### src/rtl/m92_irq_ctrl.sv
// m92_irq_ctrl: parametrised interrupt controller for the V30 main CPU.
// Latches NUM_INT sources (edge or level per line), resolves fixed or
// rotating priority against the in-service set, and drives a registered
// request/vector pair to the CPU core, which acknowledges with int_ack.
module m92_irq_ctrl #(
  parameter int NUM_INT = 8,
  parameter int IDX_W   = 4
) (
  input  logic               clk,
  input  logic               reset_n,
  input  logic               ce,
  input  logic               cs,
  input  logic               wr,
  input  logic [2:0]         addr,
  input  logic [7:0]         din,
  input  logic [NUM_INT-1:0] intp,
  output logic               int_req,
  output logic [8:0]         int_vector,
  input  logic               int_ack
);

  localparam int unsigned N = NUM_INT;
  localparam logic [NUM_INT-1:0] LSB_ONE = NUM_INT'(1);
  localparam logic [IDX_W-1:0]   LOWEST_RST = IDX_W'(NUM_INT - 1);

  typedef enum logic [2:0] {
    A_BASE    = 3'd0,
    A_MASK_LO = 3'd1,
    A_MASK_HI = 3'd2,
    A_LVL_LO  = 3'd3,
    A_LVL_HI  = 3'd4,
    A_CMD     = 3'd5,
    A_RSV6    = 3'd6,
    A_RSV7    = 3'd7
  } reg_addr_e;

  // ---------------------------------------------------------------------
  // Helpers
  // ---------------------------------------------------------------------

  function automatic logic [NUM_INT-1:0] onehot(input logic [IDX_W-1:0] idx);
    return LSB_ONE << idx;
  endfunction

  function automatic logic bit_at(input logic [NUM_INT-1:0] v,
                                  input logic [IDX_W-1:0]   idx);
    return |(v & onehot(idx));
  endfunction

  // Line that currently holds top priority: 0 when fixed, lowest+1 (wrapping)
  // when rotating.
  function automatic logic [IDX_W-1:0] start_of(input logic             rot,
                                                input logic [IDX_W-1:0] low);
    logic [IDX_W-1:0] s;
    s = '0;
    if (rot && (32'(low) < N - 1)) s = IDX_W'(32'(low) + 1);
    return s;
  endfunction

  // Highest-priority set bit of v, scanning cyclically from start.
  // Result is {found, index}.
  function automatic logic [IDX_W:0] pick(input logic [NUM_INT-1:0] v,
                                          input logic [IDX_W-1:0]   start);
    logic             found;
    logic [IDX_W-1:0] idx;
    int unsigned      j;
    found = 1'b0;
    idx   = '0;
    for (int unsigned r = 0; r < N; r++) begin
      j = 32'(start) + r;
      if (j >= N) j = j - N;
      if (!found && |(v & (LSB_ONE << j))) begin
        found = 1'b1;
        idx   = IDX_W'(j);
      end
    end
    return {found, idx};
  endfunction

  // Cyclic distance from the top-priority line; smaller means more urgent.
  function automatic int unsigned rank(input logic [IDX_W-1:0] idx,
                                       input logic [IDX_W-1:0] start);
    int unsigned i;
    int unsigned s;
    i = 32'(idx);
    s = 32'(start);
    return (i >= s) ? (i - s) : (i + N - s);
  endfunction

  // Replace one byte of a NUM_INT-wide register; bits at or above NUM_INT
  // fall away in the final truncation.
  function automatic logic [NUM_INT-1:0] put_byte(input logic [NUM_INT-1:0] cur,
                                                  input logic               hi,
                                                  input logic [7:0]         d);
    logic [15:0] be;
    be = hi ? 16'hFF00 : 16'h00FF;
    return NUM_INT'((16'(cur) & ~be) | ({d, d} & be));
  endfunction

  // ---------------------------------------------------------------------
  // State
  // ---------------------------------------------------------------------

  logic [NUM_INT-1:0] irr_q,   irr_d;
  logic [NUM_INT-1:0] isr_q,   isr_d;
  logic [NUM_INT-1:0] mask_q,  mask_d;
  logic [NUM_INT-1:0] level_q, level_d;
  logic [NUM_INT-1:0] prev_q,  prev_d;
  logic [7:0]         base_q,  base_d;
  logic               auto_eoi_q, auto_eoi_d;
  logic               rotate_q,   rotate_d;
  logic [IDX_W-1:0]   lowest_q,   lowest_d;
  logic               int_req_q,  int_req_d;
  logic [7:0]         int_vector_q, int_vector_d;

  reg_addr_e          ra;
  logic               wr_en;
  logic               cmd_wr;

  logic [IDX_W-1:0]   cur_start;
  logic               c_found;
  logic [IDX_W-1:0]   c_idx;
  logic               ack_v;
  logic [NUM_INT-1:0] ack_clr;
  logic [NUM_INT-1:0] isr_ack;
  logic [IDX_W-1:0]   lowest_ack;

  logic               spec_req;
  logic               ns_req;
  logic               spec_in_range;
  logic [IDX_W-1:0]   spec_idx;
  logic               e_found;
  logic [IDX_W-1:0]   e_idx;
  logic               eoi_hit;
  logic [IDX_W-1:0]   eoi_idx;

  logic [IDX_W-1:0]   view_start;
  logic               v_found;
  logic [IDX_W-1:0]   v_idx;
  logic               b_found;
  logic [IDX_W-1:0]   b_idx;

  assign ra     = reg_addr_e'(addr);
  assign wr_en  = ce & cs & wr;
  assign cmd_wr = wr_en && (ra == A_CMD);

  assign int_req    = int_req_q;
  assign int_vector = {1'b0, int_vector_q};

  // ---------------------------------------------------------------------
  // Next state
  // ---------------------------------------------------------------------

  // Register-file writes; take effect on the following clk.
  always_comb begin
    base_d     = base_q;
    mask_d     = mask_q;
    level_d    = level_q;
    auto_eoi_d = auto_eoi_q;
    rotate_d   = rotate_q;
    if (wr_en) begin
      unique case (ra)
        A_BASE:    base_d  = din;
        A_MASK_LO: mask_d  = put_byte(mask_q, 1'b0, din);
        A_MASK_HI: mask_d  = put_byte(mask_q, 1'b1, din);
        A_LVL_LO:  level_d = put_byte(level_q, 1'b0, din);
        A_LVL_HI:  level_d = put_byte(level_q, 1'b1, din);
        A_CMD: begin
          auto_eoi_d = din[5];
          rotate_d   = din[4];
        end
        A_RSV6, A_RSV7: ;
        default: ;
      endcase
    end
  end

  // Acknowledge: take the current candidate, retire its edge request and
  // move it in service (or rotate straight away under auto-EOI).
  always_comb begin
    cur_start          = start_of(rotate_q, lowest_q);
    {c_found, c_idx}   = pick(irr_q & ~mask_q, cur_start);
    ack_v              = int_ack & int_req_q & c_found;
    ack_clr            = '0;
    isr_ack            = isr_q;
    lowest_ack         = lowest_q;
    if (ack_v) begin
      if (!bit_at(level_q, c_idx)) ack_clr = onehot(c_idx);
      if (!auto_eoi_q) isr_ack = isr_q | onehot(c_idx);
      else if (rotate_q) lowest_ack = c_idx;
    end
  end

  // End of interrupt, applied on top of the same-cycle acknowledge.
  always_comb begin
    spec_req         = cmd_wr & din[7];
    ns_req           = cmd_wr & ~din[7] & din[6];
    spec_in_range    = 32'(din[3:0]) < N;
    spec_idx         = IDX_W'(din[3:0]);
    {e_found, e_idx} = pick(isr_ack, start_of(rotate_q, lowest_ack));
    eoi_hit          = 1'b0;
    eoi_idx          = '0;
    if (spec_req) begin
      if (spec_in_range && bit_at(isr_ack, spec_idx)) begin
        eoi_hit = 1'b1;
        eoi_idx = spec_idx;
      end
    end else if (ns_req && e_found) begin
      eoi_hit = 1'b1;
      eoi_idx = e_idx;
    end
    isr_d    = eoi_hit ? (isr_ack & ~onehot(eoi_idx)) : isr_ack;
    lowest_d = (eoi_hit && rotate_q) ? eoi_idx : lowest_ack;
  end

  // Request latch: edge lines set on a rising sample and clear on ack (a
  // fresh edge in the ack cycle wins); level lines follow the input.
  always_comb begin
    irr_d  = irr_q & ~ack_clr;
    prev_d = prev_q;
    if (ce) begin
      irr_d  = (irr_d & ~level_q) | (intp & ~prev_q & ~level_q) | (intp & level_q);
      prev_d = intp;
    end
  end

  // Output view: evaluated on the post-ack/post-EOI service state but on
  // the requests already latched, so an ack drops int_req one clk later
  // while a new edge still needs two.
  always_comb begin
    view_start       = start_of(rotate_q, lowest_d);
    {v_found, v_idx} = pick(irr_q & ~ack_clr & ~mask_q, view_start);
    {b_found, b_idx} = pick(isr_d, view_start);
    int_req_d        = v_found &&
                       !(b_found && (rank(b_idx, view_start) <= rank(v_idx, view_start)));
    int_vector_d     = int_req_d ? (base_q + 8'(v_idx)) : int_vector_q;
  end

  // State register with synchronous active-low reset (not ce-gated).
  always_ff @(posedge clk) begin
    if (!reset_n) begin
      irr_q        <= '0;
      isr_q        <= '0;
      prev_q       <= '0;
      mask_q       <= '1;
      level_q      <= '0;
      base_q       <= '0;
      auto_eoi_q   <= 1'b0;
      rotate_q     <= 1'b0;
      lowest_q     <= LOWEST_RST;
      int_req_q    <= 1'b0;
      int_vector_q <= '0;
    end else begin
      irr_q        <= irr_d;
      isr_q        <= isr_d;
      prev_q       <= prev_d;
      mask_q       <= mask_d;
      level_q      <= level_d;
      base_q       <= base_d;
      auto_eoi_q   <= auto_eoi_d;
      rotate_q     <= rotate_d;
      lowest_q     <= lowest_d;
      int_req_q    <= int_req_d;
      int_vector_q <= int_vector_d;
    end
  end

endmodule

### config.mk
export PLATFORM = sky130hd
export DESIGN_NAME = m92_irq_ctrl
export DESIGN_NICKNAME = d
export VERILOG_FILES = /design/src/rtl/m92_irq_ctrl.sv
export SDC_FILE = /design/constraint.sdc
export NUM_CORES = 1
export LEC_CHECK = 0
export ABC_AREA = 1
export BUFFER_PORTS_ARGS = -buffer_cell sky130_fd_sc_hd__buf_2
export CAP_MARGIN = 20
export CORE_ASPECT_RATIO = 1.25
export CORE_UTILIZATION = 65
export DETAILED_ROUTE_END_ITERATION = 7
export PLACE_DENSITY_LB_ADDON = 0.25
export SKIP_LAST_GASP = 1
export SYNTH_ARGS = -nofsm -noshare
export SYNTH_HDL_FRONTEND = slang
export SYNTH_SLANG_ARGS = --single-unit
### constraint.sdc
create_clock -name clk -period 15.98 [get_ports clk]
set_input_delay 3.995 -clock clk [delete_from_list [all_inputs] [get_ports clk]]
set_output_delay 3.995 -clock clk [all_outputs]
set_load 0.02 [all_outputs]
* Word level (Yosys, flattened, before mapping)
Cells that the tools add are included.
Widths: inputs -> output; s select.
** Word-level totals
- Register bits :: 63
- Input bits :: 25
- Output and inout bits :: 10
- Word-level logic and storage cells :: 407
** Cells by class
- $add $sub $neg :: 55
- $lt $le $gt $ge :: 31
- Equality and inequality tests :: 5
- Shift-type cells :: 27
- Multiplexer cells :: 111
- Bitwise gates (word level) :: 60
- Reduce and logical (&&, ||, !) cells :: 107
** Operators with widths (count)
- $mux 32 :: 26
- $shl 1x32->8 const A :: 24
- $and 8x8->8 :: 42
- $reduce_or 8->1 :: 34
- $mux 4 :: 42
- $sub 5x4->6 const B :: 21
- $ge 5x4->1 const B :: 21
- $add 4x3->5 const B :: 12
- $mux 8 :: 6
- $not 8->8 :: 5
- $logic_and 1x1->1 :: 37
- $mux 1 :: 35
- $le 32x32->1 :: 1
- $pmux 8 s2 :: 2
- $add 4x2->5 const B :: 6
- $logic_not 1->1 :: 29
- $or 8x8->8 :: 3
- $shl 1x4->8 const A :: 3
- $or 8x1->8 const B :: 2
- $add 4x1->5 const B :: 3
- $sub 4x4->5 const B :: 3
- $add 4x1->4 const B :: 3
- $ge 4x4->1 const B :: 3
- $lt 4x3->1 const B :: 3
- 14 further kinds :: 30

* Depth between registers and ports, before layout
- Depth after elaboration :: 105
- Mapped depth :: 91
- Mapped depth without buffers :: 91

* Worst setup path before layout
Ideal clock, no wire load.
- Kind :: input -> register
- Start :: input port int_ack
- End :: register int_vector_q[2]
- Library setup time :: 113 ps
- Data arrival time :: 12374 ps
- Required time :: 15867 ps
- Setup slack :: 3493 ps
- Stages on the path :: 65
- Path buffers :: 2
- Cell sequence :: nand2_1 > inv_1 > nand2_2 > nor2_2 > nand2_1 > nand2_4 > inv_2 > ha_1 > nand2_8 > nand3_2 > inv_1 > ha_1 > inv_1 > nand4_1 > nand2_2 > nand3_1 > nand2_1 > nor2_2 > [... 29 more ...] > nor2_1 > nor2_1 > ha_1 > ha_1 > inv_1 > fa_1 > o21ai_0 > inv_1 > ha_1 > nand2_1 > inv_1 > a221oi_1 > o21ai_0 > o21ai_0 > nand2_4 > buf_12 > a21oi_2 > nor2_2
** Between the ends
- Cells in the longest elaborated chain, start to end :: 75
- Elaborated cells on any way between the ends :: 263
- Those cells by class :: 39 x add/sub; 21 x order compare; 17 x shift; 79 x mux; 32 x bitwise; 75 x reduce/logical
** RTL lines
- from (decl) :: RTL line 19 : input logic int_ack
- $and 1x1->1 (*) (2 in a row) :: RTL line 183 : ack_v = int_ack & int_req_q & c_found;
- parallel branches: the longest is 35 deep, another holds $sub 5x4->6
- $mux 4 (*) :: RTL line 213 : lowest_d = (eoi_hit && rotate_q) ? eoi_idx : lowest_ack;
- via lowest_d[1] :: RTL line 112 : logic [IDX_W-1:0] lowest_q, lowest_d;
- $lt 4x3->1 :: RTL line 56 : if (rot && (32'(low) < N - 1)) s = IDX_W'(32'(low) + 1);
- $logic_and 1x1->1 :: RTL line 56
- $mux 4 (*) :: RTL line 56
- parallel branches: the longest is 34 deep, another holds $sub 5x4->6
- to (signal assigned) :: RTL line 264 : int_vector_q <= int_vector_d;
- to (decl) :: RTL line 114 : logic [7:0] int_vector_q, int_vector_d;
Mark *: on every way through the listed nets, which the timed path passes.
A chain may end at the register's enable or synchronous reset.

* Final worst setup path
- Start :: input port int_ack
- End :: register int_vector_q[3]
The elaborated chain is that of the path after synthesis.

==> flow_summary.toml <==
[timing]
period_needed_ns = 14.04
slew_headroom = 0.261
setup_tns_ns = 0
grt_setup_unrepaired = "no"
finClkSkew_ns = 0.00494
finalCritPeriodShare = 0.878
fmax_mhz = 71.2
drv_slew = 0
tightest_slew_ns = 1.11
setup_viol = 0
hold_viol = 0

[global_route]
gr-usage-met2 = 0.620
grt.total_usage = 0.380
use_met1 = 0.497
overflow = 0
grt_max_degree = 39
grt_pass1_wl_um = 48400
gr-usage-met3 = 0.0695
first_global_vias = 9782
grt-busiest-layer = "met2"
antenna_found_initial = 1

[final_layout]
utilization = 0.714
nets = 1682
layout-drive-gt1-share = 0.161
syn2layout_area_growth_pct = 6.08
fin_cells = 1766

[setup_path]
crit_top_cell = "nand2_1"
start_kind = "input port"
critPathSlowestCell = "inv_2"
critPathTopFamily = "simple AND/OR/NAND/NOR gates"
cp_max_fo = 20
cp.arrival_ns = 14.27
crit_required_ns = 16.21
max_stage_delay_ns = 0.40
cp.buffers_inverters = 12
critPathKind = "in -> reg"
endpoint_kind = "flip-flop"

[routing]
viasPerCell = 6.15
drc = 4
drt_iter0_markers = 1404
totalWireLength_um = 30100
wl_per_cell_um = 17.0
final_antenna_net_count = 0
vias = 10900
drt_first_pass_iters = 8

[yosys]
syn_area_per_cell_um2 = 6.27
synth_cells = 1560
yosys_warnings = 0
synth_area_leaders = "nand2_1, dfxtp_1, nand3_1, ha_1, inv_1"
synthDistinctLibCells = 66
synth_seq_area_share = 0.129
synth_top_area_cell = "nand2_1"
netlist.area_leader.share = 0.133
ys_ff_latch = 63
syn_area_um2 = 9780

[worst_hold_path]
hold_path.class = "reg -> reg"

[floorplan]
rows = 49
die_w_um = 112
ios = 35
floorplan.initialDensity = 0.673
dieArea_um2 = 15500
die_h_um = 139
core_um2 = 14500

[cts]
root_buffer = "clkbuf_16"
cts_resized = 0
numCtsBuffers = 9
cts_tree = "built"
clk_pin_slew_worst_paths_ns = 0.06
postCtsSetupRepairBufs = 0
clock_latency_ns = 0.34
hold_buffers = 0
clockBufferDepth = 2
cts_max_level = 3
clock_sinks = 63

[run]
max_cap_viol_count = 0

[run_status]
violations = "DRC"
status = "finished, violations left"

[place]
dp.cells = 1749
hpwl_um = 23100
port_buffers = 33
gp_congestion = 1.01

[pwr]
p_leak_nw = 5.06
ir_drop_uv = 63.2
powerDensity_nw_per_um2 = 42.9
power by group:
group / switching [W] / internal [W] / leakage [nW]
sequential: 0.00000271 / 0.000161 / 0.512
combinational: 0.0000247 / 0.0000130 / 4.38
clock: 0.0000753 / 0.000169 / 0.172
state kept, by name (all words and copies together), names as in the netlist:
register / count
auto_eoi_q: 1
irr_q: 8
lowest_q: 4
mask_q: 8
int_vector_q: 8
isr_q: 8
level_q: 8
prev_q: 8
rotate_q: 1
int_req: 1
base_q: 8
Yosys cell counts, drive strengths merged:
cell and n:
nand2 412, nand3 224, inv 214, nor2 200, o21ai 79, nand4 71, a21oi 68, ha 66
dfxtp 63, o211ai 21, buf 18, nand3b 16, clkbuf 14, nor3 12, xor2 10, fa 9
or2 9, o21bai 5, o31ai 5, clkinv 4, nor4 4, o221ai 4, o22ai 4, a221oi 3
a31oi 3, xnor2 3, a211oi 2, a21o 2, a22o 2, a41oi 2, and3 2, conb 2
o2111ai 2, o21a 2, a21boi 1, nor3b 1, o311ai 1
per-stage QoR:
| stage | instance area (µm²) | total power, W | setup WS [ns] | hold WS, ns |
|---|---|---|---|---|
| final | 10400 | 0.000445 | 1.94 | 0.467 |
| after global routing | 10400 | 0.000456 | 1.01 | 0.500 |
| after CTS | 10400 | 0.000444 | 2.07 | 0.468 |
| after detailed placement | 10000 | 0.000204 | 1.76 | 0.459 |
| after global placement | 10000 | 0.000202 | 2.17 | 0.451 |
| after floorplan | 9800 | 0.000192 | 3.49 | 0.441 |
routing by layer:
layer	up-vias	part of all wire
met1	4916	0.41
met4	0	0.037
li1	5216	-
met2	612	0.45
met5	-	0
met3	125	0.10
cell type report:
type,count,area [µm²]
Antenna cell,1,2.50
Clock buffer,9,225
Clock inverter,7,144
Fill cell,1320,4160
Inverter,218,830
Multi-Input combinational cell,1253,7490
Sequential cell,63,1260
Tap cell,178,223
Timing Repair Buffer,37,195
cell usage in the layout (no fill, tap or decap), types with 8 or more instances in the layout:
cell type and count:
nand2_1 346, nand3_1 196, inv_1 187, nor2_1 159
ha_1 66, dfxtp_1 63, nand4_1 60, o21ai_0 57
a21oi_1 55, nand2_2 44, buf_2 33, inv_2 25
nor2_2 22, nand2_4 21, o211ai_1 20, nand3_2 19
o21ai_1 19, nand3b_1 14, a21oi_2 12, nor3_1 11
nor2_4 10, xor2_1 10, nor2_8 9, nand3_4 9
fa_1 9, clkbuf_16 9, conb_1 8
final timing paths:
path,start,end,slack [ns],depth (start not counted)
hold / removal,prev_q[3],prev_q[3],0.47,2
setup reg to reg,lowest_q[0],int_vector_q[3],2.93,80
hold reg to reg,prev_q[3],prev_q[3],0.47,2
setup / recovery,int_ack,int_vector_q[3],1.94,70
cells by family after synthesis:
group	after synthesis	share of synthesized area
other	2	0.000768
buffers and inverters	250	0.108
xor gates and xnor gates	13	0.0116
and+or+nand+nor	951	0.516
adders and majority gates	75	0.103
AOI/OAI and AO/OA	206	0.132
DFF	63	0.129
worst register-to-register path: cells and delay by family, from the launching register on:
family                   cells  cell delay (ns)
AO/OA/AOI/OAI                8             1.34
adder cells (fa/ha/maj)      9             2.63
buffers and inverters       12             1.63
flip-flops                   1             0.34
AND/OR/NAND/NOR             51             7.01
No activity file was read; power rests on OpenSTA's default activity.
